<file path="src/rtl/bcd_scan_display.sv">
`default_nettype none
// +----------------------------------------------------------------------------+
// | Module  : bcd_scan_display                                                 |
// | Brief   : Sequential binary-to-BCD converter feeding a time-multiplexed    |
// |           digit scanner with leading-zero blanking and per-field blink.    |
// | Revision: 1.0                                                              |
// +----------------------------------------------------------------------------+
module bcd_scan_display #(
    parameter  int FIELDS     = 4,
    parameter  int FIELD_BITS = 8,
    parameter  int FDIG       = 2,
    parameter  int SCAN_DIV   = 100000,
    parameter  int BLINK_DIV  = 25000000,
    localparam int DIGITS     = FIELDS * FDIG,
    localparam int AN_W       = (DIGITS > 1) ? $clog2(DIGITS) : 1
) (
    input  logic                         clk,
    input  logic                         reset,
    input  logic [FIELDS*FIELD_BITS-1:0] fields,
    input  logic                         update,
    input  logic                         lz_blank,
    input  logic [FIELDS-1:0]            blink_sel,
    output logic [3:0]                   data,
    output logic [AN_W-1:0]              an,
    output logic                         blank,
    output logic                         busy,
    output logic [FIELDS-1:0]            ovf
);

    localparam int c_ACC_W = FDIG * 4;
    localparam int c_FLD_W = (FIELDS > 1) ? $clog2(FIELDS) : 1;
    localparam int c_BIT_W = (FIELD_BITS > 1) ? $clog2(FIELD_BITS) : 1;
    localparam int c_PRE_W = (SCAN_DIV > 1) ? $clog2(SCAN_DIV) : 1;
    localparam int c_BLK_W = (BLINK_DIV > 1) ? $clog2(BLINK_DIV) : 1;

    localparam logic [c_FLD_W-1:0] c_FLD_LAST = c_FLD_W'(FIELDS - 1);
    localparam logic [c_BIT_W-1:0] c_BIT_LAST = c_BIT_W'(FIELD_BITS - 1);
    localparam logic [c_PRE_W-1:0] c_PRE_LAST = c_PRE_W'(SCAN_DIV - 1);
    localparam logic [c_BLK_W-1:0] c_BLK_LAST = c_BLK_W'(BLINK_DIV - 1);
    localparam logic [AN_W-1:0]    c_AN_LAST  = AN_W'(DIGITS - 1);
    localparam logic [63:0]        c_MAX_VAL  = 64'(10 ** FDIG - 1);

    localparam logic [0:0] c_IDLE = 1'b0;
    localparam logic [0:0] c_CONV = 1'b1;

    logic [0:0]                   r_state;
    logic [0:0]                   w_state_next;
    logic                         w_start;
    logic                         w_done;
    logic                         r_pend;
    logic [FIELDS*FIELD_BITS-1:0] r_shadow;
    logic [c_FLD_W-1:0]           r_fld;
    logic [c_BIT_W-1:0]           r_bit;
    logic [c_ACC_W-1:0]           r_acc;
    logic [c_ACC_W-1:0]           w_corr;
    logic [c_ACC_W-1:0]           w_acc_next;
    logic                         w_bit_in;
    logic [DIGITS*4-1:0]          r_stage;
    logic [DIGITS*4-1:0]          w_final;
    logic [DIGITS*4-1:0]          r_disp;
    logic [FIELDS-1:0]            w_ovf;
    logic [FIELDS-1:0]            r_ovf;
    logic [c_PRE_W-1:0]           r_pre;
    logic [AN_W-1:0]              r_an;
    logic [c_BLK_W-1:0]           r_blk;
    logic                         r_phase;
    logic [DIGITS-1:0]            w_slot_blank;

    assign w_done = (r_state == c_CONV) && (r_fld == c_FLD_LAST) && (r_bit == '0);

    always_ff @(posedge clk or posedge reset) begin
        if (reset) r_state <= c_IDLE;
        else       r_state <= w_state_next;
    end

    always_comb begin
        w_state_next = r_state;
        w_start      = 1'b0;
        case (r_state)
            c_IDLE: begin
                if (update) begin
                    w_state_next = c_CONV;
                    w_start      = 1'b1;
                end
            end
            c_CONV: begin
                if (w_done) begin
                    if (r_pend || update) w_start      = 1'b1;
                    else                  w_state_next = c_IDLE;
                end
            end
            default: w_state_next = c_IDLE;
        endcase
    end

    // One double-dabble step: add-3 on every digit >= 5, then shift in the next bit MSB-first.
    assign w_bit_in = r_shadow[int'(r_fld) * FIELD_BITS + int'(r_bit)];

    for (genvar g = 0; g < FDIG; g++) begin : g_dig
        assign w_corr[g*4 +: 4] = (r_acc[g*4 +: 4] >= 4'd5) ? r_acc[g*4 +: 4] + 4'd3
                                                            : r_acc[g*4 +: 4];
    end

    assign w_acc_next = {w_corr[c_ACC_W-2:0], w_bit_in};

    always_comb begin
        w_final = r_stage;
        w_final[(FIELDS-1)*c_ACC_W +: c_ACC_W] = w_acc_next;
    end

    for (genvar i = 0; i < FIELDS; i++) begin : g_ovf
        assign w_ovf[i] = 64'(r_shadow[i*FIELD_BITS +: FIELD_BITS]) > c_MAX_VAL;
    end

    always_ff @(posedge clk or posedge reset) begin
        if (reset) begin
            r_shadow <= '0;
            r_acc    <= '0;
            r_stage  <= '0;
            r_fld    <= '0;
            r_bit    <= c_BIT_LAST;
            r_pend   <= 1'b0;
            r_disp   <= '0;
            r_ovf    <= '0;
        end else begin
            if (r_state == c_CONV) begin
                if (r_bit == '0) begin
                    r_stage[int'(r_fld)*c_ACC_W +: c_ACC_W] <= w_acc_next;
                    r_acc <= '0;
                    r_bit <= c_BIT_LAST;
                    r_fld <= r_fld + 1'b1;
                end else begin
                    r_acc <= w_acc_next;
                    r_bit <= r_bit - 1'b1;
                end
            end
            // Display and overflow flags only ever change together, on the final step.
            if (w_done) begin
                r_disp <= w_final;
                r_ovf  <= w_ovf;
                r_fld  <= '0;
            end
            if (w_start) begin
                r_shadow <= fields;
                r_acc    <= '0;
                r_fld    <= '0;
                r_bit    <= c_BIT_LAST;
            end
            if (w_done)                              r_pend <= 1'b0;
            else if ((r_state == c_CONV) && update)  r_pend <= 1'b1;
        end
    end

    always_ff @(posedge clk or posedge reset) begin
        if (reset) begin
            r_pre <= '0;
            r_an  <= '0;
        end else if (r_pre == c_PRE_LAST) begin
            r_pre <= '0;
            r_an  <= (r_an == c_AN_LAST) ? '0 : r_an + 1'b1;
        end else begin
            r_pre <= r_pre + 1'b1;
        end
    end

    always_ff @(posedge clk or posedge reset) begin
        if (reset) begin
            r_blk   <= '0;
            r_phase <= 1'b0;
        end else if (r_blk == c_BLK_LAST) begin
            r_blk   <= '0;
            r_phase <= ~r_phase;
        end else begin
            r_blk <= r_blk + 1'b1;
        end
    end

    // A slot is LZ-blank when it and every higher digit of its field are zero.
    for (genvar k = 0; k < DIGITS; k++) begin : g_slot
        localparam int c_FLD = k / FDIG;
        localparam int c_DIG = k % FDIG;
        logic w_hi_zero;
        assign w_hi_zero       = (r_disp[k*4 +: (FDIG-c_DIG)*4] == '0);
        assign w_slot_blank[k] = (lz_blank && (c_DIG != 0) && w_hi_zero) ||
                                 (r_phase && blink_sel[c_FLD]);
    end

    assign an    = r_an;
    assign busy  = (r_state == c_CONV);
    assign ovf   = r_ovf;
    assign blank = w_slot_blank[r_an];
    assign data  = blank ? 4'd0 : r_disp[int'(r_an)*4 +: 4];

endmodule
`default_nettype wire

</file>
<file path="config.mk">
export PLATFORM = sky130hd
export DESIGN_NAME = bcd_scan_display
export DESIGN_NICKNAME = d
export VERILOG_FILES = /design/src/rtl/bcd_scan_display.sv
export SDC_FILE = /design/constraint.sdc
export NUM_CORES = 1
export LEC_CHECK = 0
export CORE_ASPECT_RATIO = 0.6
export CORE_MARGIN = 2
export CORE_UTILIZATION = 42
export CTS_BUF_LIST = sky130_fd_sc_hd__clkbuf_2
export CTS_CLUSTER_SIZE = 24
export DETAILED_ROUTE_END_ITERATION = 16
export PLACE_DENSITY = 0.61
export SYNTH_ARGS = -nofsm -noshare
export SYNTH_HDL_FRONTEND = slang
export SYNTH_SLANG_ARGS = --single-unit
</file>
<file path="constraint.sdc">
create_clock -name clk -period 6.16 [get_ports clk]
set_input_delay 1.232 -clock clk [delete_from_list [all_inputs] [get_ports clk]]
set_output_delay 1.232 -clock clk [all_outputs]
set_load 0.01 [all_outputs]
</file>
==> results.ini <==
[hold_path]
hold_depth=1
whs_endpoint=r_pre[0]
hold_class=flop to flop
hold_start=r_pre[0]

[sta]
layout_setup_ws_ps=1790
tightestPinTransition_ps=1070
setup_tns_ps=0
setup_viol_count_final=0
fmax_ghz=0.229
hold_viol_final=0
rsz0062_at_grt=false
max_slew_margin_pct=28.6
min_period_ps=4370
drv_slew=0
fin_skew_ps=42.8
finalCritPeriodShare_pct=70.9

[global_routing]
overflow=0
antenna_found_initial=0
grt_max_degree=62
track_usage_pct=18.1
grt_pass1_vias=4825
grt_pass1_wl_microns=25400

[critical_path]
crit_required_ps=4930
crit_slowest_cell=dfrtp_1
crit_type=flop to primary output
arrival_ps=3130
path_delay_family=simple AND/OR/NAND/NOR gates
crit_chain=or4_1 -> o21ai_0 -> nand3_1 -> nand3_1 -> a21boi_0 -> clkdlybuf4s50_1
timing.rr.end=r_disp[25]
worst-path-buf-inv=1
ff2ff_setup_slack_ps=3140
end_kind=primary output
crit_fanout=17
r2r_cells=7
worstSetupStartpointType=flop
crit_path_frequent_cell=nand3_1
slowest_delay_ps=680
timing.rr.start=r_bit[1]
critical_path_depth=6

[yosys]
synth.most_common_cell=dfrtp_1
synth_edf_count=0
synth_area_leader_cell=dfrtp_1
netlist_area_sq_um=7100
ys_types=48
synthFlopType=dfrtp_1
synthTopCellsByArea=dfrtp_1, mux2_2, o21ai_0, nand2_1, ha_1
yosys.area.top_type_share_pct=52.9
synthCells=611
async_reset_ff_share_pct=100
ys_seq_elements=153
seq_area_frac_synth_pct=54.0
synth_warnings=0
syn_nets=666
avgSynthCellArea_sq_um=11.6
synth.top_cells.by_count=dfrtp_1, mux2_2, nand2_1

[drt]
wl_met3_microns=623
first_pass_iters=5
wl_met1_microns=8040
via_per_inst=5.36
drc=0
wl_microns=15100
vias=4833
top_layer=met4
ant_nets=0
drtIter0Drc=315
wl_per_cell_microns=16.7
met2_length_microns=6260

[clock_tree]
clock_path_buffers=2
cts.sinks=153
cts_tree=yes
h-tree-depth=4
cts_resized=0
cts_made_buffers=17
clk_pin_slew_worst_paths_ps=240
clk_latency_ps=730
cts_setup_buffers=0
ctsRootBufferMaster=clkbuf_2
holdBufCountCts=0

[cells_and_area]
register_area_sq_um=3830
final-instance-count-excl-fill=902
nets=717
multiInputGateArea_sq_um=3080
syn_to_final_growth_pct=13.2
fill_cells=1500
drive_gt1_share_pct=18.1
antenna_cells=0

[power]
power_density_nw_per_um2=366
p_leak_nw=3.55
vdd_drop_max_uv=139

[place]
numPortBuffers=52
dp_cells=871
dp_slack_ps=1970
place_congestion=0.791
dp_hpwl_microns=10700

[floorplan]
rows=36
coreArea_sq_um=16400
initial_core_util_pct=43.3
ioPinCount=53
dieArea_sq_um=18000
chipHeight_microns=105
die_x_microns=172

[outcome]
status=complete, no violations

[flow_run]
drv_cap=0

worst max-delay path by stage:
| stage | endpoint | from | slack [ps] |
|---|---|---|---|
| finish | blank | an[1] | 1790 |
| global route | blank | an[1] | 1520 |
| CTS | blank | an[1] | 1720 |
| detailed placement | data[1] | blink_sel[0] | 1970 |
| global placement | data[1] | blink_sel[0] | 2020 |
| floorplan | an[0] | reset | 810 |
final cells by class:
type | count | area share (%)
flip-flops and latches | 153 | 47.7
inverters | 15 | 0.763
clock inverters | 11 | 1.56
well taps | 228 | 3.55
repair buffers | 55 | 6.76
multi-input cells | 420 | 38.4
clock buffers | 20 | 1.25
sequential cells by signal (all words and copies together), names as in the netlist:
register	count
r_pre	17
busy	1
r_phase	1
r_acc	8
r_fld	2
r_disp	32
r_stage	24
r_shadow	32
r_pend	1
r_bit	3
an	3
ovf	4
r_blk	25
kinds of logic (layout without fill, tap and decap cells):
logic type,Yosys count,in the layout,share of synthesized area [%]
buffers and inverters,38,101,2.70
and+or+nand+nor,193,193,13.8
muxes,89,89,15.1
DFF,153,153,54.0
AOI/OAI and AO/OA,84,84,6.91
xor gates and xnor gates,39,39,4.81
adders and majority gates,15,15,2.64
per-stage QoR:
| step | cell area, sq um | total power [mW] | util [%] | hold slack (ps) |
|---|---|---|---|---|
| floorplan | 7100 | 2.07 | - | 445 |
| global placement | 7810 | 2.35 | 47.6 | 459 |
| detailed placement | 7810 | 2.40 | 47.6 | 465 |
| CTS | 8030 | 2.95 | 49.0 | 511 |
| global route | 8030 | 3.14 | 49.0 | 526 |
| finish | 8030 | 2.94 | 49.0 | 506 |
worst register-to-register path: cells and delay by family, from the launching register on:
family | cells | cell delay [ps]
muxes | 1 | 420
buffers and inverters | 2 | 620
DFF | 1 | 930
and+or+nand+nor | 3 | 720
adders and majority gates | 1 | 240
layout by cell type (no fill, tap or decap), types with 3 or more instances in the layout:
master,synthesis,routed
xnor2_1,21,21
nor3_1,7,7
a31oi_1,5,5
dfstp_2,3,3
dfrtp_1,150,150
inv_1,15,14
nor2b_1,6,6
o21ai_0,46,46
nor3b_1,4,4
mux4_2,8,8
a22oi_1,3,3
nand2_1,56,56
nand3_1,28,28
clkbuf_2,0,20
mux2_2,65,65
clkinv_4,0,3
a21oi_1,15,14
buf_4,4,3
a22o_1,8,8
mux2i_1,16,16
and3_1,9,9
clkdlybuf4s50_1,0,52
nand4_1,9,9
nor4_1,3,3
or3_1,8,8
nor2_1,39,39
nand2b_1,6,6
xor2_1,18,18
ha_1,15,15
clkinv_2,0,3
report_power, final:
group,switching (mW),internal (mW)
combinational,0.464,0.421
clock,0.369,0.189
sequential,0.232,1.27
total,1.07,1.88
metal layers:
| layer | up-vias | GRT usage (%) |
|---|---|---|
| li1 | 2271 | - |
| met1 | 2459 | 28.6 |
| met2 | 90 | 24.9 |
| met3 | 13 | 3.71 |
| met4 | 0 | 5.16 |
| met5 | - | 0 |
Power figures use the tool's default switching activity.
